<file path="config.mk">
export PLATFORM = sky130hd
export DESIGN_NAME = lane_init_sequencer_flat
export DESIGN_NICKNAME = d
export VERILOG_FILES = /design/src/rtl/lane_init_sequencer_if.sv /design/src/rtl/lane_init_sequencer.sv /design/src/flat_wrapper.sv
export SDC_FILE = /design/constraint.sdc
export NUM_CORES = 1
export LEC_CHECK = 0
export BUFFER_PORTS_ARGS = -buffer_cell sky130_fd_sc_hd__buf_2
export CORE_MARGIN = 2
export CORE_UTILIZATION = 43
export CTS_BUF_LIST = sky130_fd_sc_hd__clkbuf_8
export CTS_CLUSTER_DIAMETER = 40
export CTS_CLUSTER_SIZE = 24
export DETAILED_ROUTE_END_ITERATION = 12
export HOLD_SLACK_MARGIN = 0.15
export PLACE_DENSITY_LB_ADDON = 0.25
export REMOVE_ABC_BUFFERS = 1
export SETUP_SLACK_MARGIN = 0.4
export SYNTH_ARGS = -nofsm -noshare
export SYNTH_HDL_FRONTEND = slang
export SYNTH_SLANG_ARGS = --single-unit
</file>
<file path="constraint.sdc">
create_clock -name clk -period 2.2 [get_ports clk]
set_input_delay 0.11 -clock clk [delete_from_list [all_inputs] [get_ports clk]]
set_output_delay 0.11 -clock clk [all_outputs]
set_load 0.03 [all_outputs]
</file>
<file path="src/rtl/lane_init_sequencer_if.sv">
// Control/status bundle between the link controller and the lane init sequencer.
// master = controller side (drives requests), slave = sequencer side (drives status).
interface lane_init_sequencer_if;
    logic       start;
    logic       disconnect;
    logic       sbrx;
    logic       sb_txn_done;
    logic       lane_ready;
    logic [1:0] gen_sel;

    logic [2:0] phase;
    logic       sbtx_high;
    logic       lanes_tx_en;
    logic [1:0] generation_speed;
    logic       phase_5_read_enable;
    logic       training_done;
    logic       timeout_err;

    modport master (
        output start, disconnect, sbrx, sb_txn_done, lane_ready, gen_sel,
        input  phase, sbtx_high, lanes_tx_en, generation_speed,
               phase_5_read_enable, training_done, timeout_err
    );

    modport slave (
        input  start, disconnect, sbrx, sb_txn_done, lane_ready, gen_sel,
        output phase, sbtx_high, lanes_tx_en, generation_speed,
               phase_5_read_enable, training_done, timeout_err
    );
endinterface

</file>
<file path="src/rtl/lane_init_sequencer.sv">
// Lane initialization sequencer: IDLE -> P1 (sbrx debounce) -> P2/P3 (sideband txns) -> P4 (lane training) -> P5.
// All outputs registered (change with the state edge); optional per-phase timeout via LANE_INIT_PHASE_TIMEOUT_EN.
module lane_init_sequencer #(
    parameter int unsigned DEBOUNCE_CYCLES = 4,
    parameter int unsigned TIMEOUT_CYCLES  = 1024
) (
    input  logic                  clk,
    input  logic                  rst_n,
    lane_init_sequencer_if.slave  link
);

    localparam logic [2:0] S_IDLE = 3'd0;
    localparam logic [2:0] S_P1   = 3'd1;
    localparam logic [2:0] S_P2   = 3'd2;
    localparam logic [2:0] S_P3   = 3'd3;
    localparam logic [2:0] S_P4   = 3'd4;
    localparam logic [2:0] S_P5   = 3'd5;
    localparam logic [2:0] S_ERR  = 3'd7;

    localparam logic [7:0] DEB_LIMIT = 8'(DEBOUNCE_CYCLES);

    logic [2:0] state;
    logic [2:0] state_nxt;
    logic [7:0] deb_cnt;
    logic [7:0] deb_nxt;
    logic [1:0] speed_nxt;
    logic       launch;
    logic       advance;
    logic       timeout_hit;

`ifdef LANE_INIT_PHASE_TIMEOUT_EN
    localparam logic [15:0] TMR_LIMIT = 16'(TIMEOUT_CYCLES - 1);

    logic [15:0] phase_tmr;

    assign timeout_hit = (state inside {[S_P1:S_P4]}) && (phase_tmr == TMR_LIMIT);
`else
    logic [15:0] unused_timeout_cfg;

    assign unused_timeout_cfg = 16'(TIMEOUT_CYCLES);
    assign timeout_hit        = 1'b0;
`endif

    always_comb begin
        state_nxt = state;
        launch    = 1'b0;
        case (state)
            S_IDLE, S_ERR: begin
                if (link.start) begin
                    launch    = 1'b1;
                    state_nxt = S_P1;
                end
            end
            S_P1: begin
                if (link.sbrx && ((deb_cnt + 8'd1) == DEB_LIMIT)) begin
                    state_nxt = S_P2;
                end
            end
            S_P2: begin
                if (link.sb_txn_done) begin
                    state_nxt = S_P3;
                end
            end
            S_P3: begin
                if (link.sb_txn_done) begin
                    state_nxt = S_P4;
                end
            end
            S_P4: begin
                if (link.lane_ready) begin
                    state_nxt = S_P5;
                end
            end
            default: begin
                state_nxt = state;
            end
        endcase

        // A real advance on the same cycle as the timeout beats the timeout.
        advance = (state_nxt != state);
        if (!advance && timeout_hit) begin
            state_nxt = S_ERR;
        end

        if (link.disconnect) begin
            state_nxt = S_IDLE;
            launch    = 1'b0;
        end
    end

    always_comb begin
        deb_nxt = 8'd0;
        if ((state == S_P1) && (state_nxt == S_P1) && link.sbrx) begin
            deb_nxt = deb_cnt + 8'd1;
        end
    end

    // gen_sel=3 has no gen5 meaning here and folds onto gen4.
    always_comb begin
        speed_nxt = 2'd0;
        if (launch) begin
            speed_nxt = (link.gen_sel == 2'd3) ? 2'd2 : link.gen_sel;
        end else if (state_nxt inside {[S_P1:S_P5]}) begin
            speed_nxt = link.generation_speed;
        end
    end

    always_ff @(posedge clk or negedge rst_n) begin
        if (!rst_n) begin
            state                    <= S_IDLE;
            deb_cnt                  <= 8'd0;
            link.sbtx_high           <= 1'b0;
            link.lanes_tx_en         <= 1'b0;
            link.generation_speed    <= 2'd0;
            link.phase_5_read_enable <= 1'b0;
            link.training_done       <= 1'b0;
        end else begin
            state                    <= state_nxt;
            deb_cnt                  <= deb_nxt;
            link.sbtx_high           <= (state_nxt inside {[S_P1:S_P5]});
            link.lanes_tx_en         <= (state_nxt inside {S_P4, S_P5});
            link.generation_speed    <= speed_nxt;
            link.phase_5_read_enable <= (state_nxt == S_P5);
            link.training_done       <= (state_nxt == S_P5);
        end
    end

    assign link.phase = state;

`ifdef LANE_INIT_PHASE_TIMEOUT_EN
    // Timer restarts on every state change and sticks at all-ones rather than wrapping.
    always_ff @(posedge clk or negedge rst_n) begin
        if (!rst_n) begin
            phase_tmr        <= 16'd0;
            link.timeout_err <= 1'b0;
        end else begin
            if (state_nxt != state) begin
                phase_tmr <= 16'd0;
            end else if (phase_tmr != 16'hFFFF) begin
                phase_tmr <= phase_tmr + 16'd1;
            end
            link.timeout_err <= (state_nxt == S_ERR);
        end
    end
`else
    assign link.timeout_err = 1'b0;
`endif

endmodule

</file>
<file path="src/flat_wrapper.sv">
// flat-port wrapper written by rule: the top's interface ports become plain ports
module lane_init_sequencer_flat 
#(
    parameter int unsigned DEBOUNCE_CYCLES = 4,
    parameter int unsigned TIMEOUT_CYCLES  = 1024
)
  (clk, rst_n, link_start, link_disconnect, link_sbrx, link_sb_txn_done, link_lane_ready, link_gen_sel, link_phase, link_sbtx_high, link_lanes_tx_en, link_generation_speed, link_phase_5_read_enable, link_training_done, link_timeout_err);
  lane_init_sequencer_if link_i ();
  input  logic clk;
  input  logic rst_n;
  input wire logic [$bits(link_i.start)-1:0] link_start;
  input wire logic [$bits(link_i.disconnect)-1:0] link_disconnect;
  input wire logic [$bits(link_i.sbrx)-1:0] link_sbrx;
  input wire logic [$bits(link_i.sb_txn_done)-1:0] link_sb_txn_done;
  input wire logic [$bits(link_i.lane_ready)-1:0] link_lane_ready;
  input wire logic [$bits(link_i.gen_sel)-1:0] link_gen_sel;
  output wire logic [$bits(link_i.phase)-1:0] link_phase;
  output wire logic [$bits(link_i.sbtx_high)-1:0] link_sbtx_high;
  output wire logic [$bits(link_i.lanes_tx_en)-1:0] link_lanes_tx_en;
  output wire logic [$bits(link_i.generation_speed)-1:0] link_generation_speed;
  output wire logic [$bits(link_i.phase_5_read_enable)-1:0] link_phase_5_read_enable;
  output wire logic [$bits(link_i.training_done)-1:0] link_training_done;
  output wire logic [$bits(link_i.timeout_err)-1:0] link_timeout_err;
  assign link_i.start = link_start;
  assign link_i.disconnect = link_disconnect;
  assign link_i.sbrx = link_sbrx;
  assign link_i.sb_txn_done = link_sb_txn_done;
  assign link_i.lane_ready = link_lane_ready;
  assign link_i.gen_sel = link_gen_sel;
  assign link_phase = link_i.phase;
  assign link_sbtx_high = link_i.sbtx_high;
  assign link_lanes_tx_en = link_i.lanes_tx_en;
  assign link_generation_speed = link_i.generation_speed;
  assign link_phase_5_read_enable = link_i.phase_5_read_enable;
  assign link_training_done = link_i.training_done;
  assign link_timeout_err = link_i.timeout_err;
  lane_init_sequencer #(.DEBOUNCE_CYCLES(DEBOUNCE_CYCLES), .TIMEOUT_CYCLES(TIMEOUT_CYCLES)) u_core (.clk(clk), .rst_n(rst_n), .link(link_i));
endmodule
</file>
==> After elaboration in Yosys (flattened, before gate mapping) <==
Index checks and enable logic that the tools add are counted.
{ "op_classes": {"n_reduce_logical": 7, "eq_ne": 11, "n_addsub": 1, "magnitude_cmp": 2, "n_mux": 14} }
{ "op_table": {"columns": ["cell", "count"], "rows": [
  ["$mux W3", 6],
  ["$pmux W3 S5", 1],
  ["$eq A3 B3 Y1 const B", 4],
  ["$add A8 B1 Y8 const B", 1],
  ["$eq A8 B3 Y1 const B", 1],
  ["$mux W8", 1],
  ["$eq A3 B1 Y1 const B", 2],
  ["$eq A3 B2 Y1 const B", 2],
  ["$mux W2", 3],
  ["$logic_and A1 B1 Y1", 4],
  ["$ge A3 B1 Y1 const B", 1],
  ["$le A3 B3 Y1 const B", 1],
  ["$logic_not A3 Y1", 1],
  ["$mux W1", 3],
  ["$eq A2 B2 Y1 const B", 1],
  ["$ne A2 B1 Y1 const B", 1],
  ["$reduce_bool A2 Y1", 1],
  ["$reduce_or A2 Y1", 1]
]} }
{ "totals": {"wordCells": 41, "in_bits": 9, "output_inout_bits": 10, "register_bits": 16} }

==> Longest topological paths before layout <==
{ "logic_depth": {"word_depth": 10, "ltp_mapped": 5, "mapped_depth_nobuf": 5} }

==> Worst setup path after synthesis <==
No wires, ideal clock.
{ "synth_path": {"path_type": "register -> register", "from": "register u_core.state[1] (netlist: u_core.link.phase[1])", "to": "register u_core.link.generation_speed[0]", "synth_period_minus_slack_ns": 1.627, "slack_ns": 0.573, "setup_time_ns": 0.122, "arrival_time_ns": 1.505, "required_time_ns": 2.078, "path_stages_with_launch": 6, "n_path_buf": 1, "path_cell_list": "dfrtp_1 > buf_6 > or3_1 > a21oi_1 > nor2b_1 > a32o_1"} }
{ "synth_between": {"elab_chain_cells": 7, "elab_cells_between_ends": 21, "classes_between": "2 x order compare; 6 x eq/ne; 10 x mux; 3 x reduce/logical"} }
{ "synth_rtl": {"columns": ["element", "line_no", "text"], "rows": [
  ["start: declaration", "lane_init_sequencer.sv:22", "logic [2:0] state;"],
  ["start signal: assignment", "lane_init_sequencer.sv:118", "state <= state_nxt;"],
  ["$eq A3 B3 Y1 / $logic_not A3 Y1 (equally long branches)", "lane_init_sequencer.sv:47", "case (state)"],
  ["$reduce_or A2 Y1", "lane_init_sequencer.sv:47", null],
  ["$pmux W3 S5", "lane_init_sequencer.sv:47", null],
  ["$mux W3", "lane_init_sequencer.sv:85", "if (link.disconnect) begin"],
  ["$ge A3 B1 Y1 / $le A3 B3 Y1 (equally long branches)", "lane_init_sequencer.sv:103", "end else if (state_nxt inside {[S_P1:S_P5]}) begin"],
  ["$logic_and A1 B1 Y1", "lane_init_sequencer.sv:103", null],
  ["$ne A2 B1 Y1 (no source line)", null, null],
  ["end signal: assignment", "lane_init_sequencer.sv:122", "link.generation_speed <= speed_nxt;"],
  ["end: declaration", "lane_init_sequencer_if.sv:27", "output phase, sbtx_high, lanes_tx_en, generation_speed,"]
]} }
Parallel ways exist; a longest one is shown, timed or not.
A chain may end at the register's enable or synchronous reset.

==> Worst setup path in the final report <==
{ "layout_path": {"from": "register u_core.deb_cnt[0]", "to": "register u_core.deb_cnt[1]"} }
{ "layout_between": {"elab_chain_cells": 10} }
{ "layout_rtl": {"columns": ["element", "line_no", "text"], "rows": [
  ["start: declaration", "lane_init_sequencer.sv:24", "logic [7:0] deb_cnt;"],
  ["start signal: assignment", "lane_init_sequencer.sv:119", "deb_cnt <= deb_nxt;"],
  ["$add A8 B1 Y8 *", "lane_init_sequencer.sv:55, lane_init_sequencer.sv:94", null],
  ["$eq A8 B3 Y1", "lane_init_sequencer.sv:55", "if (link.sbrx && ((deb_cnt + 8'd1) == DEB_LIMIT)) begin"],
  ["$logic_and A1 B1 Y1", "lane_init_sequencer.sv:55", null],
  ["$mux W3", "lane_init_sequencer.sv:55", null],
  ["$pmux W3 S5", "lane_init_sequencer.sv:47", null],
  ["$mux W3", "lane_init_sequencer.sv:85", null],
  ["$eq A3 B1 Y1", "lane_init_sequencer.sv:93", "if ((state == S_P1) && (state_nxt == S_P1) && link.sbrx) begin"],
  ["$logic_and A1 B1 Y1 (2 in series)", "lane_init_sequencer.sv:93", null],
  ["$mux W8 *", "lane_init_sequencer.sv:93", null],
  ["named net u_core.deb_nxt[1]", "lane_init_sequencer.sv:25", "logic [7:0] deb_nxt;"]
]} }
Mark *: on every way through the listed nets, which the timed path passes. The rest lies on a longest branch.

==> metrics.cfg <==
[setup_path]
required_ns=2.31
path_class=flop to flop
arrival_ns=1.81
cpLargestDelayFamily=simple AND/OR/NAND/NOR gates
cp-end-kind=flop
critPathMaxStageDelay_ns=0.44
critPathMaxFanout=5
critPathLaunchType=flop
worst-path-buf-inv=0
path_cells=ha_1 -> xor2_1 -> nand2_1 -> nor4_4 -> a211oi_1
worst_path_max_delay_cell=dfrtp_1

[final_layout]
layout_common_cells=buf_2, dfrtp_1, nand2_1
final_nets=125
layout_commonest_cell=buf_2
synthToLayoutAreaGrowth_pct=19.2
design_area_sq_mm=0.00110
seq_area_sq_um=400
drive_above_1_share=0.257
antenna_cells=0
post-route-util=0.550
final_cells=140
fillers=186
multi_input_area_sq_um=458

[grt]
grt_overflow=0
grt_max_degree=17
grt_pass1_wl_um=3260
grt_pass1_vias=722
antenna_found_initial=0
grt.total_usage=0.170

[timing]
holdWs_ns=0.200
setup_viol=0
rsz0062_at_grt=no
drv_slew=0
min_period_ns=1.71
setup_ws_ns=0.495
fin_crit_sh=0.775
clock.fmax_mhz=586
finalHoldViolations=0
tns_ns=0
skew_ns=0.000806

[yosys]
synth.distinct_cells=38
synth_area_sq_um=923
synth_seq_cells=16
synth_edf_count=0
yosysTopAreaCellShare=0.434
synth.yosys.warnings=0
synthCells=91
ys.flop_type=dfrtp_1
synth_area_per_cell_sq_um=10.1
synthTopCellsByArea=dfrtp_1, xor2_1, a21oi_1, nand3_1, clkbuf_8
yosysTopAreaCell=dfrtp_1
async_flop_share=1.00
seq_area_frac_synth=0.434

[job]
cap_violations=0

[route]
drt-pass1-iter-count=4
drt-total-wl_um=1910
viasPerCell=5.32
vias=745
wl_per_cell_um=13.6
drtAntennaViolNets=0
drt-initial-drc-count=17
drc=0

[die]
num_rows=16
fp.dieH_um=50.3
die_area_sq_mm=0.00253
start_util=0.461
ioPinCount=19
coreArea_sq_mm=0.00200
die_w_um=50.3

[power_and_ir_drop]
p_per_area_mw_per_mm2=608
ir_drop_mv=0.421
p_leak_nw=0.508
p_total_uw=669

[clock_network]
path_clk_slew_ns=0.06
cts_sinks=16
cts_buffers=3
cts_resized=0
clock_path_buffers=2
htreeDepth=1
cts-root-buf=clkbuf_8
cts_tree=yes
clk_latency_ns=0.24

[place]
dp_cells=130
place.gp.congestion=0.855
place_area_sq_um=988
dpl.hpwl_um=1320
portBuffers=17
pre_cts_ws_ns=0.524

[hold_path]
worstHoldPathType=input pin to flop

[status]
outcome=completed

==> registers in the layout, summed over array words and instances (netlist names) <==
signal,flops
u_core.link.phase,3
u_core.link.generation_speed,2
u_core.deb_cnt,8
u_core.link.phase_5_read_enable,1
u_core.link.lanes_tx_en,1
u_core.link.sbtx_high,1
==> kinds of logic (layout without fill, tap and decap cells) <==
group,after synthesis,count (layout),synth area share
mux,1,1,0.0108
fa+ha+maj,2,2,0.0271
buf+inv,8,30,0.0705
other cells,1,1,0.00406
simple gates,38,38,0.251
compound gates,20,20,0.156
flops,16,16,0.434
xor+xnor,5,5,0.0474
==> area by class of cell <==
type                            count  area share
Tap cell                           27      0.0307
Multi-Input combinational cell     67       0.416
Timing Repair Buffer               23       0.130
Inverter                            3      0.0102
Clock buffer                        4      0.0500
Sequential cell                    16       0.364
==> layer usage <==
| metal | global-route usage | vias up | wire length (um) | share of wire |
|---|---|---|---|---|
| met5 | 0 | - | 0 | 0 |
| met4 | 0.0811 | 0 | 27 | 0.014 |
| met3 | 0.0179 | 2 | 47 | 0.025 |
| met2 | 0.285 | 15 | 962 | 0.50 |
| met1 | 0.218 | 359 | 867 | 0.46 |
| li1 | - | 369 | - | - |
==> synth_stat cells, types with 3 or more instances <==
library cell and count:
dfrtp_1 16, nor2_1 6, nand3_1 6, xor2_1 5, nand2_1 7, nand2b_1 3
inv_1 3, nor2b_1 3, a21oi_1 6
==> report_power, final <==
group          internal, mW  switching, mW
Combinational        0.0374         0.0582
Clock                 0.158         0.0981
Sequential            0.303         0.0139
==> final timing paths <==
path | start | endpoint | slack, ns | cells past startpoint
min in group asynchronous | rst_n | u_core.deb_cnt[7]$_DFF_PN0_ | 0.30 | 2
max in group asynchronous | rst_n | u_core.deb_cnt[6]$_DFF_PN0_ | 1.63 | 2
worst max-delay path | u_core.deb_cnt[0]$_DFF_PN0_ | u_core.deb_cnt[1]$_DFF_PN0_ | 0.49 | 5
worst max register to register | u_core.deb_cnt[0]$_DFF_PN0_ | u_core.deb_cnt[1]$_DFF_PN0_ | 0.49 | 5
worst min-delay path | link_start | u_core.link.sbtx_high$_DFF_PN0_ | 0.20 | 3
worst min register to register | u_core.link.generation_speed[0]$_DFFE_PN0P_ | u_core.link.generation_speed[0]$_DFFE_PN0P_ | 0.49 | 1
==> worst reg2reg max path: stages (launching register included) <==
cell	delay (ns)
dfrtp_1	0.44
ha_1	0.27
xor2_1	0.22
nand2_1	0.12
nor4_4	0.40
a211oi_1	0.13
==> what timing repair did <==
item	in CTS	in global routing
hold buffers	5	0
setup endpoints to repair	0	5
endpoints found under the hold margin	22	0
setup buffers	0	1
(Power assumes the default switching activity.)
